### src/rtl/fsm1_rd_arbiter.sv
// -----------------------------------------------------------------------------
// fsm1_rd_arbiter
//
// Round-robin arbiter in front of a single read-sequencing FSM. Up to NREQ
// requesters share one read resource. A transaction always runs
// IDLE -> READ -> DLY -> (READ -> DLY)* -> DONE -> IDLE. The resource may
// stretch it with wait states (ws) for at most MAX_WS retries.
//
// Ports
//   CLK        in   rising-edge clock
//   RST_N      in   asynchronous active-low reset
//   req        in   [NREQ]  level read request per requester
//   ws         in   wait state from the shared resource, used only in DLY
//   gnt        out  [NREQ]  one-hot grant, held from READ through DONE
//   done       out  [NREQ]  one-cycle completion pulse to the granted requester
//   rd         out  read strobe (READ and DLY)
//   ds         out  data strobe / transaction done (DONE)
//   tout       out  pulse with ds when the retry limit ended the transaction
//   busy       out  high in every state except IDLE
//   state_dbg  out  [4]     one-hot FSM state {DONE, DLY, READ, IDLE}
//
// Handshake: a requester raises req (level) and keeps it up until it sees
// its gnt bit. From then on req is ignored, and the transaction always ends
// with a one-cycle done pulse on that requester's bit, unless reset
// intervenes. A requester that holds req through DONE competes again in the
// next IDLE cycle under round-robin order.
//
// Every output is decoded from flops only. No input reaches an output in the
// same cycle.
// -----------------------------------------------------------------------------
module fsm1_rd_arbiter #(
    parameter int NREQ   = 4,
    parameter int MAX_WS = 15
) (
    input  logic            CLK,
    input  logic            RST_N,
    input  logic [NREQ-1:0] req,
    input  logic            ws,
    output logic [NREQ-1:0] gnt,
    output logic [NREQ-1:0] done,
    output logic            rd,
    output logic            ds,
    output logic            tout,
    output logic            busy,
    output logic [3:0]      state_dbg
);

    localparam int PW = $clog2(NREQ);
    localparam int WW = $clog2(MAX_WS + 1);

    typedef enum logic [3:0] {
        S_IDLE = 4'b0001,
        S_READ = 4'b0010,
        S_DLY  = 4'b0100,
        S_DONE = 4'b1000
    } state_t;

    state_t          state_q;
    state_t          state_d;

    logic [NREQ-1:0] gnt_q;
    logic [PW-1:0]   ptr_q;
    logic [WW-1:0]   wcnt_q;
    logic            tout_q;

    logic            any_req;
    logic            win_found;
    logic [PW-1:0]   win_idx;
    logic [PW-1:0]   cand;
    logic [NREQ-1:0] win_oh;
    logic [PW-1:0]   nxt_ptr;
    logic            start;
    logic            retry;
    logic            lim_hit;

    assign any_req = |req;
    assign start   = (state_q == S_IDLE) && any_req;
    // A wait state on the last allowed retry ends the transaction
    // instead of looping back to READ.
    assign retry   = (state_q == S_DLY) && ws && (wcnt_q <  WW'(MAX_WS));
    assign lim_hit = (state_q == S_DLY) && ws && (wcnt_q == WW'(MAX_WS));

    // Round-robin search: ptr, ptr+1, ... modulo NREQ. The first set bit wins.
    always_comb begin
        int idx;
        idx       = 0;
        cand      = '0;
        win_found = 1'b0;
        win_idx   = '0;
        for (int k = 0; k < NREQ; k++) begin
            idx = int'(ptr_q) + k;
            if (idx >= NREQ) idx = idx - NREQ;
            cand = PW'(idx);
            if (!win_found && req[cand]) begin
                win_found = 1'b1;
                win_idx   = cand;
            end
        end
    end

    always_comb begin
        int nxt;
        win_oh          = '0;
        win_oh[win_idx] = 1'b1;
        nxt             = int'(win_idx) + 1;
        if (nxt >= NREQ) nxt = 0;
        nxt_ptr         = PW'(nxt);
    end

    // State register.
    always_ff @(posedge CLK or negedge RST_N) begin
        if (!RST_N) state_q <= S_IDLE;
        else        state_q <= state_d;
    end

    // Next-state logic.
    always_comb begin
        state_d = S_IDLE;
        unique case (state_q)
            S_IDLE:  state_d = any_req ? S_READ : S_IDLE;
            S_READ:  state_d = S_DLY;
            S_DLY:   state_d = retry ? S_READ : S_DONE;
            S_DONE:  state_d = S_IDLE;
            default: state_d = S_IDLE;
        endcase
    end

    // Grant, round-robin pointer, retry counter and timeout flag.
    // gnt_q is cleared on leaving DONE, so gnt reads zero in IDLE.
    always_ff @(posedge CLK or negedge RST_N) begin
        if (!RST_N) begin
            gnt_q  <= '0;
            ptr_q  <= '0;
            wcnt_q <= '0;
            tout_q <= 1'b0;
        end else begin
            tout_q <= lim_hit;
            if (start) begin
                gnt_q  <= win_oh;
                ptr_q  <= nxt_ptr;
                wcnt_q <= '0;
            end else if (retry) begin
                wcnt_q <= wcnt_q + WW'(1);
            end else if (state_q == S_DONE) begin
                gnt_q  <= '0;
            end
        end
    end

    // Output decode (flop-only).
    always_comb begin
        rd        = (state_q == S_READ) || (state_q == S_DLY);
        ds        = (state_q == S_DONE);
        busy      = (state_q != S_IDLE);
        gnt       = gnt_q;
        done      = (state_q == S_DONE) ? gnt_q : '0;
        tout      = tout_q;
        state_dbg = state_q;
    end

endmodule
### config.mk
export PLATFORM = sky130hd
export DESIGN_NAME = fsm1_rd_arbiter
export DESIGN_NICKNAME = d
export VERILOG_FILES = /design/src/rtl/fsm1_rd_arbiter.sv
export SDC_FILE = /design/constraint.sdc
export NUM_CORES = 1
export LEC_CHECK = 0
export ABC_AREA = 1
export CELL_PAD_IN_SITES_DETAIL_PLACEMENT = 1
export CELL_PAD_IN_SITES_GLOBAL_PLACEMENT = 1
export CORE_MARGIN = 5
export CORE_UTILIZATION = 35
export DETAILED_ROUTE_END_ITERATION = 16
export PLACE_DENSITY_LB_ADDON = 0.05
export SLEW_MARGIN = 20
export SYNTH_ARGS = -nofsm -noshare
export SYNTH_HDL_FRONTEND = slang
export SYNTH_SLANG_ARGS = --single-unit
export TNS_END_PERCENT = 50
### constraint.sdc
create_clock -name CLK -period 2.05 [get_ports CLK]
set_input_delay 0.3075 -clock CLK [delete_from_list [all_inputs] [get_ports CLK]]
set_output_delay 0.3075 -clock CLK [all_outputs]
set_load 0.02 [all_outputs]
==> out/metrics.yaml, run 1 <==
outcome: "finished, final reports clean"
critPathMaxFanout: 3
ir_worst_vdd_mv: 0.6035
leakagePower_nw: 0.6460
holdCritPathClass: "primary input to async pin"
clkPwrFrac: 0.095
multi_input_area_sq_um: 530.5
critPathArrivalTime_ns: 1.60
holdBufCountCts: 0
synth_top_flop_cell: "dfrtp_1"
p_seq_frac: 0.271
clock_latency_ns: 0.30
die_height_um: 63.65
synth_area_per_cell_sq_um: 7.630
startpoint_type: "flip-flop"
grt_pass1_wl_mm: 4.298
port_buffers: 22
area_growth_pct: 26.09
grt_use_total: 0.1305
ctsLongestPathBuffers: 2
clk_pin_slew_worst_paths_ns: 0.10
power_density_nw_per_um2: 1474
grt_setup_unrepaired: "false"
crit_slowest_cell: "dfstp_2"
cts_buffers: 3
vias: 916
power.switching_w: 0.0009683
crit_buf_inv: 2
row_count: 19
synthArstFlopShare: 1.000
slew_viol_final: 0
path_delay_family: "flip-flops"
synth_edf_count: 0
place.detailed.hpwl_mm: 2.009
wl_per_cell_um: 12.71
ios: 23
initial_core_util: 0.3652
drcViolationCount: 0
synthTopCellsByArea: "dfrtp_1 35%, nand2_1 12%, nand2_2 7.5%"
place_ws_ns: -0.01974
required_ns: 1.74
first_iter_violations: 10
fin_tns_setup_ns: 0
syn_nets: 144
htree_num_levels: 1
endpoint_kind: "primary output"
max_slew_margin: 0.5294
p_int_w: 0.0009039
path_cells: "inv_1 -> nand2_1 -> nor2_1 -> or2_2 -> clkbuf_2"
yosysTopAreaCell: "dfrtp_1"
yosys.cell_types.count: 26
synth-seq-cells: 15
min_period_ns: 1.910
die_w_um: 63.65
n_antenna_cell: 0
antenna_found_initial: 0
cts_setup_buffers: 0
drive_gt1_frac: 0.2484
synth_seq_area_share: 0.3739
slowest_delay_ns: 0.55
avgViaCountPerCell: 4.872
grt_pass1_vias: 1007
yosysTopAreaCellShare: 0.3478
fillers: 369
die-area_sq_um: 4051
grt_max_degree: 16
clockRootBuffer: "clkbuf_4"
setup_viol_count_final: 0
netlist_instances: 132
nets: 170
drt_pass1_iterations: 4
path_class: "flip-flop to primary output"
ff2ff_setup_slack_ns: 0.21
clock_skew_ns: 0.009441
ant_nets: 0
clock_sinks: 15
overflow: 0
p_comb_frac: 0.634
max_freq_mhz: 523.6
wl_mm: 2.390
worst_pin_slew_ns: 0.7036
switching_share: 0.5172
yosysWarnings: 0
cts_tree: "done"
worst_slack_ns: 0.1402
place_congestion: 0.7888
syn_area_sq_um: 1007
fin_crit_sh: 0.9316
register_area_sq_um: 377.9
maxCapViolations: 0
hold_viol_final: 0
core_area_sq_um: 2758
==> sequential cells by signal, indices dropped and copies added (netlist names) <==
| name | flops |
|---|---|
| tout | 1 |
| gnt | 4 |
| wcnt_q | 4 |
| ptr_q | 2 |
| state_dbg | 4 |
==> final timing paths <==
check                        startpoint         to  cells past startpoint
setup / recovery           state_dbg[0]         rd                      5
hold / removal                    RST_N     gnt[2]                      1
setup reg to reg               ptr_q[0]   ptr_q[1]                     13
hold reg to reg               wcnt_q[0]  wcnt_q[0]                      1
max in group asynchronous         RST_N   ptr_q[0]                      1
min in group CLK              wcnt_q[0]  wcnt_q[0]                      1
==> synthesized netlist by cell type, types with 2 or more instances <==
cell     number
dfrtp_1      14
ha_1          5
inv_1        18
inv_2         4
nand2_1      33
nand2_2      12
nand3_1       6
nand3_2       3
nor2_1       10
nor2_2        2
nor3_1        4
o21ai_0       7
==> power groups by stage <==
stage               clock network (W)  logic, W  registers, W
finish                       0.000178   0.00119      0.000507
global route                 0.000203   0.00134      0.000523
CTS                          0.000185   0.00121      0.000507
detailed placement                  0   0.00123      0.000512
global placement                    0   0.00118      0.000505
floorplan                           0  0.000844      0.000529
==> layout by cell type, fill, tap and decap left out, drive strengths merged <==
master / n
nand4: 2
dfstp: 1
a21oi: 2
clkinv: 1
dlygate4sd2: 3
nand3: 9
nor3: 5
nand2: 46
clkdlybuf4s15: 1
ha: 5
or2: 1
clkbuf: 6
nor2: 12
xnor2: 1
o21ai: 9
and2: 1
dfrtp: 14
inv: 23
clkdlybuf4s50: 15
==> what timing repair did <==
action,CTS,global route
pin swaps,0,0
endpoints found under the setup margin,7,10
gates resized for setup,8,8
endpoints found under the hold margin,0,0
gates cloned,0,0
==> metal layers <==
| layer | track usage | up-vias | wire [um] | part of all wire |
|---|---|---|---|---|
| met4 | 0.03117 | 0 | 20 | 0.0084 |
| met3 | 0.04440 | 3 | 147 | 0.062 |
| met5 | 0 | - | 0 | 0 |
| met1 | 0.1556 | 433 | 1060 | 0.44 |
| met2 | 0.2234 | 25 | 1161 | 0.49 |
| li1 | - | 455 | - | - |
==> metrics by stage <==
stage	hold WS [ns]	cell area, sq um	total power (W)	cells	util
3_5_place_dp	0.5162	1255	0.001739	184	0.4551
6_report	0.4238	1270	0.001872	188	0.4605
3_3_place_gp	0.4991	1255	0.001686	184	0.4551
2_1_floorplan	0.01191	1007	0.001373	132	-
4_1_cts	0.4472	1275	0.001906	188	0.4623
5_1_grt	0.4633	1270	0.002068	188	0.4605
==> area by class of cell <==
| cell class | count | area share |
|---|---|---|
| multi-input cells | 93 | 0.4177 |
| well taps | 31 | 0.03054 |
| clock buffers | 3 | 0.01773 |
| repair buffers | 22 | 0.1586 |
| flip-flops and latches | 15 | 0.2975 |
| inverters | 23 | 0.07389 |
| clock inverters | 1 | 0.003941 |
==> logic make-up after synthesis <==
family,Yosys count,share of synthesized area
AND/OR/NAND/NOR,76,0.3814
buffers and inverters,24,0.1043
adder cells (fa/ha/maj),5,0.06211
flip-flops,15,0.3739
XOR/XNOR,1,0.008697
AO/OA/AOI/OAI,11,0.06956
Note: power is estimated with default switching activity, not from simulation.
==> run 2: changes to the inputs <==
Settings changed: CORE_UTILIZATION 35 to 44, DONT_BUFFER_PORTS from default to 1.
==> run 2 against run 1 <==
Clock skew down 0.0063 ns. Critical path depth shrank 1. Wire length is 2.8% lower. Critical path type unchanged. Largest cell class unchanged. Worst setup slack gained 0.013 ns. Power shrank 8.1%. Final cell count is 10% lower. Cell area decreased by 13%. Via count fell by 7.9%. Count of clock-buffer cells in the layout increased by 1. Register-to-register slack is essentially flat. Sequential share of layout area is 4.3 points higher.
==> out/metrics.yaml, run 2 (synthesis gave the netlist of run 1 again) <==
r2r_end: "ptr_q[1]"
slowest_delay_ns: 0.62  # +0.07 ns
ios: 23  # unchanged
min_period_ns: 1.897  # -0.01251 ns
cts_buffers: 3  # unchanged
holdCritPathClass: "primary input to flip-flop"
cts_tree: "done"
crit_slowest_cell: "dfstp_2"
htree_num_levels: 1  # unchanged
cts_setup_buffers: 0  # unchanged
power.switching_w: 0.0009355  # -3.4%
switching_share: 0.5440  # +0.02678
wl_per_cell_um: 13.75  # +8.2%
finalPower_w: 0.001720  # -8.1%
port_buffers: 0  # -100%
core_area_sq_um: 2191  # -21%
drcViolationCount: 0  # unchanged
max_slew_margin: 0.5183  # -0.01113
leakagePower_nw: 0.5797  # -10%
setup_viol_count_final: 0  # unchanged
clkPwrFrac: 0.099  # +0.004
row_count: 17  # -2
grt_pass1_vias: 936  # -7.1%
first_iter_violations: 16  # +6
ant_nets: 0  # unchanged
r2r_cells: 13  # unchanged
critPathArrivalTime_ns: 1.59  # about the same
worstReg2RegStart: "ptr_q[0]"
place_congestion: 0.7892  # about the same
max_freq_mhz: 527.1  # +0.66%
p_int_w: 0.0007842  # -13%
die_height_um: 57.85  # -9.1%
clk_pin_slew_worst_paths_ns: 0.09  # about the same
drive_gt1_frac: 0.2837  # +0.03528
overflow: 0  # unchanged
grt_max_degree: 16  # unchanged
slew_viol_final: 0  # unchanged
avgViaCountPerCell: 4.994  # +2.5%
endpoint_kind: "primary output"
path_delay_family: "flip-flops"
vias: 844  # -7.9%
n_antenna_cell: 0  # unchanged
place.detailed.hpwl_mm: 1.915  # -4.7%
ff2ff_setup_slack_ns: 0.22  # about the same
ctsLongestPathBuffers: 2  # unchanged
area_growth_pct: 10.31
drt_pass1_iterations: 4  # unchanged
die_w_um: 57.85  # -9.1%
antenna_found_initial: 0  # unchanged
fin_hold_ws_ns: 0.1351  # -0.2888 ns
fin_crit_sh: 0.9255  # -0.006103
hold_viol_final: 0  # unchanged
clock_skew_ns: 0.003107  # -0.006334 ns
initial_core_util: 0.4597  # +0.09449
path_cells: "inv_1 -> nand2_1 -> nor2_1 -> or2_2"
ir_worst_vdd_mv: 0.6540  # +8.4%
die-area_sq_um: 3346  # -17%
clock_latency_ns: 0.28  # -0.02 ns
maxCapViolations: 0  # unchanged
worst_pin_slew_ns: 0.7201  # +0.01652 ns
grt_setup_unrepaired: "false"
clockRootBuffer: "clkbuf_4"
hold-path-endpoint: "tout"
outcome: "finished, final reports clean"
p_comb_frac: 0.559  # -0.075
critPathMaxFanout: 3  # unchanged
nets: 154  # -9.4%
grt_use_total: 0.1536  # +0.02305
power_density_nw_per_um2: 1548  # +5.0%
p_seq_frac: 0.342  # +0.071
mostFrequentLayoutCells: "33 x nand2_1, 18 x inv_1, 13 x dfrtp_1, 12 x nand2_2, 10 x nor2_1"
startpoint_type: "flip-flop"
path_class: "flip-flop to primary output"
final_util: 0.5071  # +0.04661
min_path_cells: 2
final_common_cell: "nand2_1"
hp-start: "ws"
grt_pass1_wl_mm: 4.002  # -6.9%
clock_sinks: 15  # unchanged
required_ns: 1.74  # about the same
wl_mm: 2.324  # -2.8%
fin_tns_setup_ns: 0  # unchanged
crit_buf_inv: 1  # -1
-- run 2: changes by cell type in the layout (fill, tap and decap cells not counted) --
cell	delta
buf_4	+5
clkbuf_1	+1
clkbuf_2	-3
clkdlybuf4s15_1	-1
clkdlybuf4s50_1	-15
clkinv_2	-1
dlygate4sd2_1	-3
dlygate4sd3_1	+1
-- run 2: area by class of cell --
type                    instances  area (sq um)
well taps                      28         35.03
multi-input cells              93         530.5
inverters                      23         93.84
clock buffers                   4         26.28
fillers                       286          1080
repair buffers                  6         47.55
flip-flops and latches         15         377.9
-- run 2: metal layers --
layer / share of wire / wire length [um] / track usage
met1: 0.41 / 956 / 0.1676
met2: 0.51 / 1179 / 0.2839
met3: 0.060 / 140 / 0.03341
met4: 0.020 / 47 / 0.06291
met5: 0 / 0 / 0
-- run 2: through the flow --
step | std cells | area [sq um] | worst slack [ns]
floorplan | 132 | 1007 | 0.08163
global placement | 164 | 1069 | 0.1449
detailed placement | 164 | 1069 | 0.07782
CTS | 169 | 1105 | 0.05263
global route | 169 | 1111 | 0.01018
finish | 169 | 1111 | 0.1527
-- run 2: power by group through the flow --
stage | Combinational [W] | Sequential (W) | Clock [W]
floorplan | 0.000844 | 0.000529 | 0
global placement | 0.000924 | 0.000586 | 0
detailed placement | 0.000968 | 0.000591 | 0
CTS | 0.000978 | 0.000587 | 0.000176
global route | 0.00112 | 0.000607 | 0.000191
finish | 0.000962 | 0.000588 | 0.000170
-- run 2: worst max path at each step --
stage	startpoint	to	cells after the start
finish	state_dbg[0]	rd	4
global route	ptr_q[1]	ptr_q[1]	13
CTS	ptr_q[0]	ptr_q[1]	12
detailed placement	ptr_q[0]	ptr_q[1]	12
global placement	ptr_q[0]	ptr_q[1]	12
floorplan	state_dbg[1]	done[0]	5
-- run 2: what timing repair did --
item                                    CTS  global route
endpoints found under the setup margin    0             8
hold buffers                              1             0
hold endpoints to repair                 15             0
gates resized for setup                   0             2
==> run 3: changes to the inputs <==
Settings changed: SLEW_MARGIN 20 to default.
==> results of run 3 <==
Final layout, timing and power as in run 2 (identical DEF).
